$ cat config.mk
export PLATFORM = sky130hd
export DESIGN_NAME = reset_sequencer
export DESIGN_NICKNAME = d
export VERILOG_FILES = /design/src/rtl/reset_sequencer.sv
export SDC_FILE = /design/constraint.sdc
export NUM_CORES = 1
export LEC_CHECK = 0
export ABC_AREA = 0
export BUFFER_PORTS_ARGS = -buffer_cell sky130_fd_sc_hd__buf_2
export CAP_MARGIN = 20
export CORE_ASPECT_RATIO = 0.5
export CORE_UTILIZATION = 25
export CTS_CLUSTER_SIZE = 25
export DETAILED_ROUTE_END_ITERATION = 7
export PLACE_DENSITY = 0.36
export SETUP_SLACK_MARGIN = 0.4
export SLEW_MARGIN = 10
export SYNTH_ARGS = -nofsm -noshare
export SYNTH_HDL_FRONTEND = slang
export SYNTH_SLANG_ARGS = --single-unit
$ cat constraint.sdc
create_clock -name iCLK -period 2.1 [get_ports iCLK]
set_input_delay 0.105 -clock iCLK [delete_from_list [all_inputs] [get_ports iCLK]]
set_output_delay 0.105 -clock iCLK [all_outputs]
set_load 0.02 [all_outputs]
$ cat src/rtl/reset_sequencer.sv
// reset_sequencer
//   Staged reset controller for the camera pipeline. Stage 0 is sensor/I2C
//   config, stage 1 is the SDRAM controller, stage 2 is the capture/VGA
//   datapath. Bring-up releases the stages in the order 0,1,2. Each release
//   after the first waits for the ready of the stage released before it.
//   A soft-reset request in READY shuts the stages down in the order 2,1,0.
//   The sequencer then holds all resets and runs bring-up again.
//
// Ports
//   iCLK            system clock
//   iRST            asynchronous active-low reset
//   iREQ            soft-reset request (level, acted on only in READY)
//   iRDY_0..iRDY_2  per-stage ready / init-done levels
//   oRST_0..oRST_2  per-stage resets, active-low (0 = held in reset)
//   oBUSY           1 in every state except READY
//   oERR            sticky ready-timeout flag
//
// Build option
//   RSTSEQ_TIMEOUT_EN: if a WAITn state sees no ready within TIMEOUT_CYC
//   cycles, the sequencer sets oERR and retries with a full shutdown.
//   When the macro is undefined, WAITn waits indefinitely and oERR is 0.
//
// All outputs are registered. Each one changes on the edge that enters
// the state responsible for the change.
module reset_sequencer #(
  parameter logic [31:0] ASSERT_GAP  = 32'd16,
  parameter logic [31:0] HOLD_CYC    = 32'h1FFFFF,
  parameter logic [31:0] RELEASE_GAP = 32'h0FFFFF
`ifdef RSTSEQ_TIMEOUT_EN
  ,
  parameter logic [31:0] TIMEOUT_CYC = 32'h3FFFFFF
`endif
) (
  input  logic iCLK,
  input  logic iRST,
  input  logic iREQ,
  input  logic iRDY_0,
  input  logic iRDY_1,
  input  logic iRDY_2,
  output logic oRST_0,
  output logic oRST_1,
  output logic oRST_2,
  output logic oBUSY,
  output logic oERR
);

  typedef enum logic [3:0] {
    HOLD, REL0, WAIT0, REL1, WAIT1, REL2, WAIT2, READY, SHUT2, SHUT1, SHUT0
  } stateT;

  stateT       state, stateNxt;
  logic [31:0] cnt;
  logic        rst0Nxt, rst1Nxt, rst2Nxt;
  logic        timeout;

`ifdef RSTSEQ_TIMEOUT_EN
  assign timeout = (cnt == TIMEOUT_CYC - 32'd1);
`else
  assign timeout = 1'b0;
`endif

  // Output next-values default to "hold". A timeout retry enters SHUT2
  // from the current reset values, so a stage that is still in reset
  // stays in reset through its shutdown step.
  always_comb begin
    stateNxt = state;
    rst0Nxt  = oRST_0;
    rst1Nxt  = oRST_1;
    rst2Nxt  = oRST_2;
    case (state)
      HOLD:  if (cnt == HOLD_CYC - 32'd1) stateNxt = REL0;
      REL0:  if (cnt == RELEASE_GAP - 32'd1) begin
               stateNxt = WAIT0;
               rst0Nxt  = 1'b1;
             end
      WAIT0: if (iRDY_0) stateNxt = REL1;
             else if (timeout) begin
               stateNxt = SHUT2;
               rst2Nxt  = 1'b0;
             end
      REL1:  if (cnt == RELEASE_GAP - 32'd1) begin
               stateNxt = WAIT1;
               rst1Nxt  = 1'b1;
             end
      WAIT1: if (iRDY_1) stateNxt = REL2;
             else if (timeout) begin
               stateNxt = SHUT2;
               rst2Nxt  = 1'b0;
             end
      REL2:  if (cnt == RELEASE_GAP - 32'd1) begin
               stateNxt = WAIT2;
               rst2Nxt  = 1'b1;
             end
      WAIT2: if (iRDY_2) stateNxt = READY;
             else if (timeout) begin
               stateNxt = SHUT2;
               rst2Nxt  = 1'b0;
             end
      READY: if (iREQ) begin
               stateNxt = SHUT2;
               rst2Nxt  = 1'b0;
             end
      SHUT2: if (cnt == ASSERT_GAP - 32'd1) begin
               stateNxt = SHUT1;
               rst1Nxt  = 1'b0;
             end
      SHUT1: if (cnt == ASSERT_GAP - 32'd1) begin
               stateNxt = SHUT0;
               rst0Nxt  = 1'b0;
             end
      SHUT0: if (cnt == ASSERT_GAP - 32'd1) stateNxt = HOLD;
      default: begin
        stateNxt = HOLD;
        rst0Nxt  = 1'b0;
        rst1Nxt  = 1'b0;
        rst2Nxt  = 1'b0;
      end
    endcase
  end

  always_ff @(posedge iCLK or negedge iRST) begin
    if (!iRST) begin
      state  <= HOLD;
      cnt    <= '0;
      oRST_0 <= 1'b0;
      oRST_1 <= 1'b0;
      oRST_2 <= 1'b0;
      oBUSY  <= 1'b1;
    end else begin
      state  <= stateNxt;
      cnt    <= (stateNxt != state) ? '0 : cnt + 32'd1;
      oRST_0 <= rst0Nxt;
      oRST_1 <= rst1Nxt;
      oRST_2 <= rst2Nxt;
      oBUSY  <= (stateNxt != READY);
    end
  end

`ifdef RSTSEQ_TIMEOUT_EN
  // SHUT2 is entered from a WAIT state only through a timeout.
  always_ff @(posedge iCLK or negedge iRST) begin
    if (!iRST)
      oERR <= 1'b0;
    else if ((state == WAIT0 || state == WAIT1 || state == WAIT2) &&
             stateNxt == SHUT2)
      oERR <= 1'b1;
  end
`else
  assign oERR = 1'b0;
`endif

endmodule

# --- After elaboration in Yosys (flattened, before gate mapping) ---
# Cells that the tools add are included.
# Widths: inputs -> output; s select.
totals:
  reg_bits: 40
  inputBits: 6
  out_inout_bits: 5
  wordCells: 57
op_classes:
  add_sub_neg: 1
  eq_ne: 21
  muxes: 19
  bitwise: 3
  n_reduce_logical: 7
ops:
  columns: ["operator", "n"]
  rows:
  - ["$mux 4", 11]
  - ["$pmux 4 s11", 1]
  - ["$add 32x1->32 const B", 1]
  - ["$eq 32x20->1 const B", 1]
  - ["$eq 32x21->1 const B", 1]
  - ["$eq 32x4->1 const B", 1]
  - ["$mux 32", 1]
  - ["$reduce_or 9->1", 3]
  - ["$eq 4x3->1 const B", 4]
  - ["$eq 4x4->1 const B", 3]
  - ["$ne 2x2->1 const B", 6]
  - ["$pmux 1 s3", 3]
  - ["$reduce_and 3->1", 3]
  - ["$eq 4x2->1 const B", 2]
  - ["$eq 4x1->1 const B", 1]
  - ["$logic_not 4->1", 1]
  - ["$ne 4x3->1 const B", 1]
  - ["$ne 4x4->1", 1]
  - ["$mux 1", 3]
  - ["$not 1->1", 3]

# --- Depth between registers and ports, before layout ---
depth:
  depth_word: 5
  ltp_mapped: 9
  mapped_depth_nobuf: 8

# --- Least setup slack after synthesis ---
# OpenSTA, ideal clock, no wires.
synth_path:
  path_kind: "reg-to-reg"
  from: "register cnt[28]"
  to: "register cnt[23]"
  setup_time_ns: 0.119
  arrival_ns: 1.801
  t_required_ns: 1.981
  slack_ns: 0.179
  path_stages_with_launch: 8
  n_path_buf: 1
  synth_period_minus_slack_ns: 1.921
  path_cell_list: "dfrtp_1 -> or4_4 -> nor3_2 -> nand3_1 -> a211oi_2 -> a311o_2 -> buf_6 -> nor2_1"
synth_via:
  elab_chain_cells: 5
  elab_cells_between_ends: 13
  cone_classes: "4 x eq/ne; 9 x mux"
synth_rtl:
  columns: ["element", "line_no", "rtl"]
  rows:
  - ["start: declaration", "52", "logic [31:0] cnt;"]
  - ["start signal: assignment", "131", "cnt <= (stateNxt != state) ? '0 : cnt + 32'd1;"]
  - ["$eq 32x4->1 (tied with other cells)", "103, 107, 111", null]
  - ["$mux 4 (tied with other cells)", "111", "SHUT0: if (cnt == ASSERT_GAP - 32'd1) stateNxt = HOLD;"]
  - ["$pmux 4 s11 *", "70", "case (state)"]
  - ["$ne 4x4->1 *", "131", null]
  - ["$mux 32 *", "131", null]
# Mark *: on every way between the ends. The rest lies on a longest branch, timed or not.
# A chain may end at the register's enable or synchronous reset.

# --- Worst setup path in the final report ---
layout_path:
  from: "register cnt[31]"
  to: "register cnt[7]"
# Same word-level chain as after synthesis.

==> run metrics <==
run status=finished clean; critical path type=flop to flop; clk sinks=40; CTS max path bufs=2; post-layout util=between 30% and 40%; number of CTS-inserted buffers=5; syn_nets=280; VDD IR max=between 300 and 400 uV; critical path, cell by cell=or4_4 -> nor2_4 -> a21boi_0 -> a211oi_2 -> a311o_2 -> buf_12 -> nor2_1; hpwl dp=~5.0 mm; Yosys warnings=0; multi-input combinational cell area=~1400 um^2; Fin Setup TNS=0 ns; syn_area_per_cell=8.90 um^2; top cell type's share of synthesized area=between 40% and 50%; Vias=2162; max cap viols=0; GRT overflow=0; Area Growth Syn to Fin=35.2%; Critical Path End Type=flop; commonest non-fill, non-tap cells in the layout=46 x nor2_1, 46 x buf_4, 38 x dfrtp_1; Startpoint Class=flop; Post-synth EDFFs=0; Hold Path Class=input port to flop; r2r startpoint=cnt[31]; fmax=between 400 and 500 MHz; I/O pin total=11; H-tree Lvls=2; Worst Path Required=2.27 ns; cells after synthesis=between 200 and 300; ys async rst share=100%; Reg area=1000 um^2; Tmin final=between 2 and 2.5 ns; CP startpoint=cnt[31]; Hold Path Origin=iREQ; Initial Util=26.8%; I/O Buffers=9; initial antenna violation count=0; Clock Latency Late Sink=0.28 ns; leakage power=1.39 nW; filler instances=slightly below 1k; Synth Flop Type=dfrtp_1; sequential area share after synthesis=41.4%; DRT iter0 DRCs=approximately 110; number of global-route vias before repair=between 2k and 2.5k; Die W=approximately 140 um; placed cell count=roughly 440; Critical Path AT=2.18 ns; top post-synthesis cells by area=dfrtp_1 40%, nor2_1 7.3%, xnor2_1 6.2%; area leader, netlist=dfrtp_1; GR peak layer=met1; area of the mapped netlist=between 2000 and 2500 um^2; # diodes=0; TritonCTS clock tree=yes; Pre-antenna DRT Iters=4; met3 GRT Util=3.74%; WL per Instance=14.6 um; Die Ht=~72 um; final worst path period share=~96%; WL final=around 6.7 mm; clock skew=around 0.0036 ns; CP max stage delay=~0.59 ns; number of routed nets with antenna violations=0; GRT met1 Usage=a little over a fifth; Setup Viol. Count Final=0; Crit-path slowest cell=or4_4; DRC Markers=0; Root Driver=clkbuf_16; vias per inst=between 4 and 5; Die Area=10100 um^2; layout net count=333; power density over the cells=a little over 500 nW/um^2; library cells used by synthesis=approximately 50; num rows=24; largest net degree at the start of global routing=30; RSZ-0062 raised after global routing=true; gpl congestion=0.799; Reg clk slew, reported paths=approximately 0.06 ns; Core Area=9040 um^2; All-Layer GR Usage=14.2%; Final Hold Viols=0; #FFs+latches synth=40; crit path max fanout=18; share of post-route cells with drive strength above 1=31.3%; met2 GRT Util=20.5%; non-filler instance count after layout=roughly 460; Max Slew Vio Count=0; first-pass GRT wire length=~11 mm
==> cells by family after synthesis <==
family	after synthesis	share of synthesized area [%]
AO/OA/AOI/OAI	34	9.62
AND/OR/NAND/NOR	142	30.9
flip-flops	40	41.4
multiplexers	3	1.29
XOR/XNOR	29	10.5
adder cells (fa/ha/maj)	2	1.03
buffers and inverters	21	5.12
other	1	0.155
==> cells in the mapped netlist, types with 2 or more instances <==
cell type and count:
dfrtp_1 39, o22ai_1 3, nand4_1 9, and3_1 4
and2_1 2, o21ai_0 5, ha_1 2, nand2_1 25
nand3_1 15, nor3_1 8, o31ai_1 2, nor2b_1 2
o2bb2ai_1 2, and4_1 5, a31oi_1 3, nor3b_1 2
inv_1 6, xnor2_1 17, buf_6 3, o211ai_1 4
buf_4 4, mux2i_1 2, a21oi_1 7, nor2_1 47
nor4_1 13, xor2_1 12, buf_2 5
==> final timing paths <==
check	to	slack, ns	cells past startpoint
max in group asynchronous	oBUSY	1.14	3
max	cnt[7]	0.09	7
min reg2reg	oRST_2	0.51	2
min	state[3]	0.21	3
max reg2reg	cnt[7]	0.09	7
min in group asynchronous	cnt[3]	0.23	2
==> flip-flops by register name (all words and copies together) (netlist names) <==
register,cells
cnt,32
oBUSY,1
oRST_0,1
oRST_1,1
oRST_2,1
state,4
==> per-stage QoR <==
step / hold WS (ns) / setup WS, ns / instance area (um^2) / power, mW
after floorplan: -0.191 / 0.250 / 2430 / 0.791
after global placement: 0.00389 / -0.130 / 2880 / 0.814
after detailed placement: 0.0118 / -0.120 / 2880 / 0.814
after CTS: 0.200 / 0.0804 / 3180 / 1.70
after global routing: 0.237 / 0.0117 / 3270 / 1.73
final: 0.214 / 0.0890 / 3270 / 1.67
==> metal layers <==
metal  vias up  wire length, um
li1       1069                -
met1      1049             3610
met2        39             2730
met3         5              259
met4         0               59
met5         -                0
==> worst max-delay path: cells and delay by family (launching register included) <==
family / cells / cell delay (ns)
AND/OR/NAND/NOR: 3 / 0.80
AO/OA/AOI/OAI: 3 / 0.54
flip-flops: 1 / 0.38
buffers and inverters: 1 / 0.16
==> power breakdown <==
part / switching, mW / internal, mW / total [mW]
clock: 0.311 / 0.559 / 0.871
combinational: 0.0215 / 0.00795 / 0.0295
sequential: 0 / 0.771 / 0.771
==> area by class of cell <==
cell class	count	share of cell area [%]
clock buffer	6	3.94
tap	130	4.97
inverter	7	0.880
multi-input combinational	211	44.3
clock inverter	2	1.07
timing repair buffer	60	14.2
sequential	40	30.7
==> repair_timing <==
item / CTS / global route
hold endpoints to repair: 11 / 0
endpoints found under the setup margin: 40 / 40
hold buffers: 1 / 0
pin swaps: 7 / 11
resized for setup: 20 / 13
setup buffers: 3 / 5
Power figures use the tool's default switching activity.
